### src/rtl/uart_defs.sv
// Shared UART definitions: FSM state encoding, line idle level and
// bit-period rounding helper. Used by the receive deframer and the future
// transmitter.
package uart_defs;

  typedef enum logic [2:0] {
    ST_DISARMED = 3'd0,
    ST_IDLE     = 3'd1,
    ST_START    = 3'd2,
    ST_DATA     = 3'd3,
    ST_STOP     = 3'd4
  } uart_state_e;

  localparam logic LINE_IDLE = 1'b1;

  // Clocks per bit, rounded to the nearest integer.
  function automatic int unsigned calc_clks_per_bit(input int unsigned clk_hz,
                                                    input int unsigned baud);
    return (clk_hz + baud / 2) / baud;
  endfunction

endpackage

### src/rtl/uart_bit_timer.sv
// Loadable down-counter for UART bit timing.
// Ports:
//   clk          system clock
//   rst          synchronous active-high reset
//   i_load       load strobe; (re)starts the count from i_load_value
//   i_load_value count to load; expiry occurs i_load_value+1 cycles later
//   o_expire_c   single-cycle expiry flag, decoded from the count register
module uart_bit_timer #(
  parameter int unsigned CNT_W = 10
) (
  input  logic             clk,
  input  logic             rst,
  input  logic             i_load,
  input  logic [CNT_W-1:0] i_load_value,
  output logic             o_expire_c
);

  logic [CNT_W-1:0] r_count;
  logic             r_active;

  // Count down once per cycle; stop after reaching zero until reloaded.
  always_ff @(posedge clk) begin
    if (rst) begin
      r_count  <= '0;
      r_active <= 1'b0;
    end else if (i_load) begin
      r_count  <= i_load_value;
      r_active <= 1'b1;
    end else if (r_active) begin
      if (r_count == '0) begin
        r_active <= 1'b0;
      end else begin
        r_count <= r_count - CNT_W'(1);
      end
    end
  end

  assign o_expire_c = r_active && (r_count == '0);

endmodule

### src/rtl/uart_rx_deframer.sv
// UART 8N1 receive deframer: mid-bit sampling timed from the start-bit
// falling edge, false-start and framing-error rejection, valid/ready output.
// Ports:
//   clk            system clock
//   rst            synchronous active-high reset
//   rxd            synchronised serial line, idle high
//   m_axis_tdata   received byte
//   m_axis_tvalid  byte available
//   m_axis_tready  consumer accepts byte
//   busy           frame reception in progress
//   frame_error    one-cycle pulse: stop bit sampled low
//   overrun_error  one-cycle pulse: completed byte dropped, output full
module uart_rx_deframer
  import uart_defs::*;
#(
  parameter int unsigned DATA_WIDTH  = 8,
  parameter int unsigned CLK_FREQ_HZ = 100000000,
  parameter int unsigned BAUD_RATE   = 115200
) (
  input  logic                  clk,
  input  logic                  rst,
  input  logic                  rxd,
  output logic [DATA_WIDTH-1:0] m_axis_tdata,
  output logic                  m_axis_tvalid,
  input  logic                  m_axis_tready,
  output logic                  busy,
  output logic                  frame_error,
  output logic                  overrun_error
);

  localparam int unsigned CLKS_PER_BIT = calc_clks_per_bit(CLK_FREQ_HZ, BAUD_RATE);
  localparam int unsigned HALF_BIT     = CLKS_PER_BIT / 2;
  localparam int unsigned CNT_W        = $clog2(CLKS_PER_BIT);
  localparam int unsigned IDX_W        = $clog2(DATA_WIDTH + 1);

  // Too few clocks per bit leaves no room for mid-bit sampling.
  if (CLKS_PER_BIT < 4) begin : g_baud_check
    $error("uart_rx_deframer: CLKS_PER_BIT must be at least 4");
  end

  uart_state_e           r_state;
  uart_state_e           w_next_state;
  logic [DATA_WIDTH-1:0] r_shift;
  logic [IDX_W-1:0]      r_bit_idx;
  logic [DATA_WIDTH-1:0] r_tdata;
  logic                  r_tvalid;
  logic                  r_busy;
  logic                  r_frame_error;
  logic                  r_overrun_error;

  logic                  w_timer_load;
  logic [CNT_W-1:0]      w_timer_value;
  logic                  w_expire;
  logic                  w_shift_en;
  logic                  w_idx_clr;
  logic                  w_deliver;
  logic                  w_frame_err;

  uart_bit_timer #(
    .CNT_W (CNT_W)
  ) u_bit_timer (
    .clk          (clk),
    .rst          (rst),
    .i_load       (w_timer_load),
    .i_load_value (w_timer_value),
    .o_expire_c   (w_expire)
  );

  // State register.
  always_ff @(posedge clk) begin
    if (rst) begin
      r_state <= ST_DISARMED;
    end else begin
      r_state <= w_next_state;
    end
  end

  // Next-state and datapath control.
  always_comb begin
    w_next_state  = r_state;
    w_timer_load  = 1'b0;
    w_timer_value = '0;
    w_shift_en    = 1'b0;
    w_idx_clr     = 1'b0;
    w_deliver     = 1'b0;
    w_frame_err   = 1'b0;
    case (r_state)
      // Require an idle-high line before hunting for a start bit, so a
      // reset released mid-frame or during a break cannot misframe.
      ST_DISARMED: begin
        if (rxd == LINE_IDLE) begin
          w_next_state = ST_IDLE;
        end
      end
      ST_IDLE: begin
        if (rxd != LINE_IDLE) begin
          w_timer_load  = 1'b1;
          w_timer_value = CNT_W'(HALF_BIT - 1);
          w_next_state  = ST_START;
        end
      end
      // Mid start bit: a high line here was a glitch, not a frame.
      ST_START: begin
        if (w_expire) begin
          if (rxd == LINE_IDLE) begin
            w_next_state = ST_IDLE;
          end else begin
            w_timer_load  = 1'b1;
            w_timer_value = CNT_W'(CLKS_PER_BIT - 1);
            w_idx_clr     = 1'b1;
            w_next_state  = ST_DATA;
          end
        end
      end
      ST_DATA: begin
        if (w_expire) begin
          w_shift_en    = 1'b1;
          w_timer_load  = 1'b1;
          w_timer_value = CNT_W'(CLKS_PER_BIT - 1);
          if (r_bit_idx == IDX_W'(DATA_WIDTH - 1)) begin
            w_next_state = ST_STOP;
          end
        end
      end
      ST_STOP: begin
        if (w_expire) begin
          if (rxd == LINE_IDLE) begin
            w_deliver    = 1'b1;
            w_next_state = ST_IDLE;
          end else begin
            w_frame_err  = 1'b1;
            w_next_state = ST_DISARMED;
          end
        end
      end
      default: begin
        w_next_state = ST_DISARMED;
      end
    endcase
  end

  // Shift register, bit index, output register and status flags.
  always_ff @(posedge clk) begin
    if (rst) begin
      r_shift         <= '0;
      r_bit_idx       <= '0;
      r_tdata         <= '0;
      r_tvalid        <= 1'b0;
      r_busy          <= 1'b0;
      r_frame_error   <= 1'b0;
      r_overrun_error <= 1'b0;
    end else begin
      if (w_idx_clr) begin
        r_bit_idx <= '0;
      end else if (w_shift_en) begin
        r_bit_idx <= r_bit_idx + IDX_W'(1);
      end
      // LSB arrives first, so shift right and insert at the MSB.
      if (w_shift_en) begin
        r_shift <= {rxd, r_shift[DATA_WIDTH-1:1]};
      end

      r_busy <= (w_next_state == ST_START) || (w_next_state == ST_DATA) ||
                (w_next_state == ST_STOP);
      r_frame_error   <= w_frame_err;
      r_overrun_error <= w_deliver && r_tvalid && !m_axis_tready;

      // A new byte may replace the held one only when it leaves this cycle.
      if (w_deliver && (!r_tvalid || m_axis_tready)) begin
        r_tdata  <= r_shift;
        r_tvalid <= 1'b1;
      end else if (r_tvalid && m_axis_tready) begin
        r_tvalid <= 1'b0;
      end
    end
  end

  assign m_axis_tdata  = r_tdata;
  assign m_axis_tvalid = r_tvalid;
  assign busy          = r_busy;
  assign frame_error   = r_frame_error;
  assign overrun_error = r_overrun_error;

endmodule

### config.mk
export PLATFORM = sky130hd
export DESIGN_NAME = uart_rx_deframer
export DESIGN_NICKNAME = d
export VERILOG_FILES = /design/src/rtl/uart_defs.sv /design/src/rtl/uart_bit_timer.sv /design/src/rtl/uart_rx_deframer.sv
export SDC_FILE = /design/constraint.sdc
export NUM_CORES = 1
export LEC_CHECK = 0
export CAP_MARGIN = 10
export CORE_MARGIN = 3
export CORE_UTILIZATION = 40
export CTS_CLUSTER_SIZE = 28
export DETAILED_ROUTE_END_ITERATION = 8
export PLACE_DENSITY = 0.61
export SYNTH_ARGS = -nofsm -noshare
export SYNTH_HDL_FRONTEND = slang
export SYNTH_HIERARCHICAL = 1
export SYNTH_SLANG_ARGS = --single-unit
### constraint.sdc
create_clock -name clk -period 4.1 [get_ports clk]
set_input_delay 0.41 -clock clk [delete_from_list [all_inputs] [get_ports clk]]
set_output_delay 0.41 -clock clk [all_outputs]
set_load 0.01 [all_outputs]
# Word-level counts from Yosys, hierarchy flattened
# Index checks and enable logic that the tools add are counted.
# classes
add_sub_neg	2
eq_ne	9
muxes	31
bitwise_logic	1
reduce_logical	17
# ops
op	n
$mux W10	6
$pmux W10 S3	1
$mux W3	6
$pmux W3 S5	1
$mux W1	14
$eq A3 B2 Y1 const B	4
$logic_not A10 Y1	1
$sub A10 B1 Y10 const B	1
$mux W9	1
$eq A3 B3 Y1 const B	2
$logic_and A1 B1 Y1	5
$add A4 B1 Y4 const B	1
$eq A4 B3 Y1 const B	1
$reduce_bool A2 Y1	2
$reduce_or A2 Y1	2
$eq A3 B1 Y1 const B	1
$logic_not A3 Y1	1
$logic_or A1 B1 Y1	3
$pmux W1 S3	1
$logic_not A1 Y1	2
$mux W2	1
$ne A2 B1 Y1 const B	1
$reduce_and A2 Y1	1
$not A1 Y1	1
# totals
regBits	38
input_bits	4
output_inout_bits	12
wordCells	70

# Logic depth before layout (Yosys ltp)
# depth
ltp_word	7
mapped_depth	12
ltp_nobuf	11

# Hierarchy
# The synthesis kept the hierarchy.
# by_module_without_submodules
mod	n_inst	cells_per_inst	area_per_inst_um2	seq_area_each_um2
uart_rx_deframer	1	137	1219.9	540.5
uart_bit_timer	1	75	653.1	220.2

# Least setup slack after synthesis
# No wires, ideal clock.
# synth_path
kind	reg2reg
startpoint	register u_bit_timer.r_count[0]
endpoint	register u_bit_timer.r_count[1]
setup_ns	0.091
arrival_ns	2.797
required_time_ns	4.009
path_slack_ns	1.212
stages_incl_launch_ff	12
path_buffers	2
synth_period_minus_slack_ns	2.888
path_cell_list	dfxtp_1 -> inv_1 -> ha_1 -> or4b_4 -> nor3_1 -> and2_1 -> buf_4 -> nand2_1 -> o21bai_1 -> clkinv_1 -> clkbuf_1 -> a311oi_1
# synth_between
elab_chain_len	6
word_cells_on_any_way	15
classes_between	1 x add/sub; 1 x eq/ne; 9 x mux; 4 x reduce/logical
# synth_rtl
element	line	source
start: declaration	uart_bit_timer.sv:18	logic [CNT_W-1:0] r_count;
start signal: assignment	uart_bit_timer.sv:27	r_count <= i_load_value;
start signal: assignment	uart_bit_timer.sv:33	r_count <= r_count - CNT_W'(1);
$logic_not A10 Y1 (*)	uart_bit_timer.sv:38	assign o_expire_c = r_active && (r_count == '0);
$logic_and A1 B1 Y1 (*)	uart_bit_timer.sv:38	
named net w_expire	uart_rx_deframer.sv:53	logic w_expire;
$mux W1, on equally long branches	uart_rx_deframer.sv:116, uart_rx_deframer.sv:104	
$pmux W1 S3 (*)	uart_rx_deframer.sv:87	case (r_state)
named net w_timer_load	uart_rx_deframer.sv:51	logic w_timer_load;
$ne A2 B1 Y1 (no source line) / $reduce_bool A2 Y1 (equally long branches)	-	
$reduce_and A2 Y1 (no source line)	-	
# The timed path passes the listed nets; every way through them passes the cells marked *. The select of a mux whose other input is x is not followed.
# A chain may end at the register's enable or synchronous reset.

# Final worst setup path
# Same ends and word-level chain as after synthesis.

==> flow_summary.json <==
{
  "ys_seq_elements": 38,
  "fmax_mhz": 314,
  "initial_core_util_pct": 42.1,
  "cts_hold_buf": 0,
  "vias": 1468,
  "critPathCaptureType": "flip-flop",
  "synthFlopType": "dfxtp_1",
  "synth_edf_count": 0,
  "outcome": "complete, no violations",
  "track_usage_pct": 14.7,
  "drv_cap": 0,
  "clk_transition_reported_paths_ns": 0.08,
  "hold_violations": 0,
  "chipHeight_um": 74.4,
  "ant_nets": 0,
  "gp_routability_congestion": 0.862,
  "rsz0062_at_grt": "false",
  "grt_max_degree": 32,
  "first_global_vias": 1337,
  "antenna_found_initial": 0,
  "cts_num_sinks": 38,
  "cts_tree": "done",
  "min_period_ns": 3.19,
  "placed_area_um2": 2030,
  "cpMaxStageDelayCell": "or4b_4",
  "ys_types": 53,
  "critPathMaxStageDelay_ns": 0.49,
  "ys_warn_count": 6,
  "setup_viol": 0,
  "worst_pin_slew_ns": 0.954,
  "hp-start": "r_shift[0]",
  "syn_inst": 212,
  "synth_area_um2": 1870,
  "p_leak_nw": 0.720,
  "dieArea_um2": 5540,
  "ctsResizeCount": 0,
  "path_max_fanout": 19,
  "min_path_type": "reg2reg",
  "finish.instance_area_um2": 2120,
  "ys_seq_area_share_pct": 40.6,
  "fin_worst_skew_ns": 0.00464,
  "critPathLaunch": "u_bit_timer/r_count[0]",
  "finalSetupTns_ns": 0,
  "final_max_slew_viol_count": 0,
  "r2r-start": "u_bit_timer/r_count[0]",
  "vias_per_cell": 5.30,
  "io_buffers": 15,
  "clk_latency_ns": 0.29,
  "r2r_slack_ns": 0.91,
  "final_cell_mix": "38 x dfxtp_1, 22 x nand2_1, 20 x nand2b_1",
  "grt_overflow": 0,
  "r2r_end": "u_bit_timer/r_count[1]",
  "cts_setup_buffers": 0,
  "antennaDiodeCount": 0,
  "drc": 0,
  "routed_wl_um": 3680,
  "first_iter_violations": 92,
  "holdPathEnd": "r_shift[0]",
  "dpl.hpwl_um": 2490,
  "die_x_um": 74.4,
  "htreeDepth": 2,
  "clock-root-buffer": "clkbuf_8",
  "period_share_pct": 77.7,
  "num_rows": 24,
  "timing.slew.headroom_pct": 36.2,
  "cp.required_ns": 4.30,
  "drive_gt1_share_pct": 10.7,
  "startpoint_type": "flip-flop",
  "final_common_cell": "dfxtp_1",
  "crit_chain": "inv_1 -> ha_1 -> or4b_4 -> nor3_1 -> and2_1 -> nand2_1 -> o21bai_1 -> clkinv_1 -> buf_4 -> nand3_1 -> o22ai_1 -> a311oi_1",
  "first_pass_iters": 4,
  "min_path_cells": 2,
  "r2r_cells": 12,
  "worstSetupPathType": "reg2reg",
  "peakVddDrop_v": 0.000159,
  "grt_pass1_wl_um": 6310,
  "power_density_nw_per_um2": 379,
  "crit_family": "simple AND/OR/NAND/NOR gates",
  "area_delta_synth_final_pct": 13.2,
  "cts_max_path_buffers": 2,
  "async_flop_share_pct": 0,
  "core_um2": 4440,
  "final_nets": 230,
  "cp.arrival_ns": 3.39,
  "path_buf_inv": 3,
  "io_pins": 16,
  "routedWlPerCell_um": 13.3,
  "avgSynthCellArea_um2": 8.84,
  "cts_made_buffers": 5
}
[sequential cells by signal (all words and copies together), names as in the netlist, 3 cells and up]
name / flops
m_axis_tdata: 8
r_bit_idx: 4
r_shift: 8
r_state: 3
u_bit_timer/r_count: 10
[cells in the mapped netlist (3+ instances only)]
cell | instances | share of area (%)
nand2_1 | 22 | 4.4
o21ai_0 | 6 | 1.6
nor2_1 | 14 | 2.8
buf_6 | 3 | 1.8
inv_1 | 4 | 0.80
mux2i_1 | 9 | 4.8
dfxtp_1 | 38 | 41
clkbuf_1 | 6 | 1.2
buf_4 | 3 | 1.2
nand2b_1 | 20 | 6.7
nand3_1 | 3 | 0.80
a21oi_1 | 18 | 4.8
a311oi_1 | 5 | 2.3
nor4_1 | 3 | 1.0
nor3_1 | 5 | 1.3
or3_1 | 5 | 1.7
[cell type report]
| cell class | count | area [µm²] |
|---|---|---|
| fill | 436 | 2320 |
| tap | 52 | 65.1 |
| inverter | 7 | 26.3 |
| sequential | 38 | 761 |
| clock buffer | 6 | 82.6 |
| timing repair buffer | 18 | 173 |
| clock inverter | 2 | 12.5 |
| multi-input combinational | 154 | 1000 |
[power breakdown]
part           switching [mW]  leakage [nW]  internal (mW)
combinational          0.0663         0.365         0.0594
sequential             0.0256         0.308          0.384
clock                   0.133        0.0472          0.135
[per-stage QoR]
| step | utilization, % | setup slack (ns) | std cells | hold slack, ns | power, mW |
|---|---|---|---|---|---|
| 2_1_floorplan | - | 1.21 | 213 | 0.437 | 0.519 |
| 3_3_place_gp | 45.6 | 1.02 | 269 | 0.448 | 0.544 |
| 3_5_place_dp | 45.6 | 0.953 | 269 | 0.451 | 0.541 |
| 4_1_cts | 47.7 | 0.920 | 277 | 0.462 | 0.813 |
| 5_1_grt | 47.7 | 0.608 | 277 | 0.499 | 0.847 |
| 6_report | 47.7 | 0.914 | 277 | 0.460 | 0.804 |
[logic make-up after synthesis]
kind of cell,count (synthesis),synth area share (%)
other cells,1,0.200
simple gates,91,28.2
xor+xnor,4,1.87
flops,38,40.6
buf+inv,21,6.15
compound gates,46,16.8
mux,9,4.81
fa+ha+maj,2,1.34
[how the worst max path moves through the flow]
stage	slack, ns	end	cells past startpoint
6_report	0.91	u_bit_timer/r_count[1]	12
3_5_place_dp	0.95	u_bit_timer/r_count[1]	12
3_3_place_gp	1.02	u_bit_timer/r_count[1]	12
2_1_floorplan	1.21	u_bit_timer/r_count[1]	11
5_1_grt	0.61	u_bit_timer/r_count[1]	12
4_1_cts	0.92	u_bit_timer/r_count[1]	12
[per-layer routing]
metal / wire [µm] / track usage (%)
met3: 122 / 4.19
met1: 2000 / 21.6
met5: 0 / 0
met2: 1490 / 20.0
met4: 61 / 5.93
[worst register-to-register path, cell delays in order (launching register included)]
cell and delay [ns]:
dfxtp_1 0.34, inv_1 0.09, ha_1 0.18, or4b_4 0.49
nor3_1 0.26, and2_1 0.39, nand2_1 0.11, o21bai_1 0.48
clkinv_1 0.13, buf_4 0.22, nand3_1 0.10, o22ai_1 0.07
a311oi_1 0.24
Power figures use the tool's default switching activity.
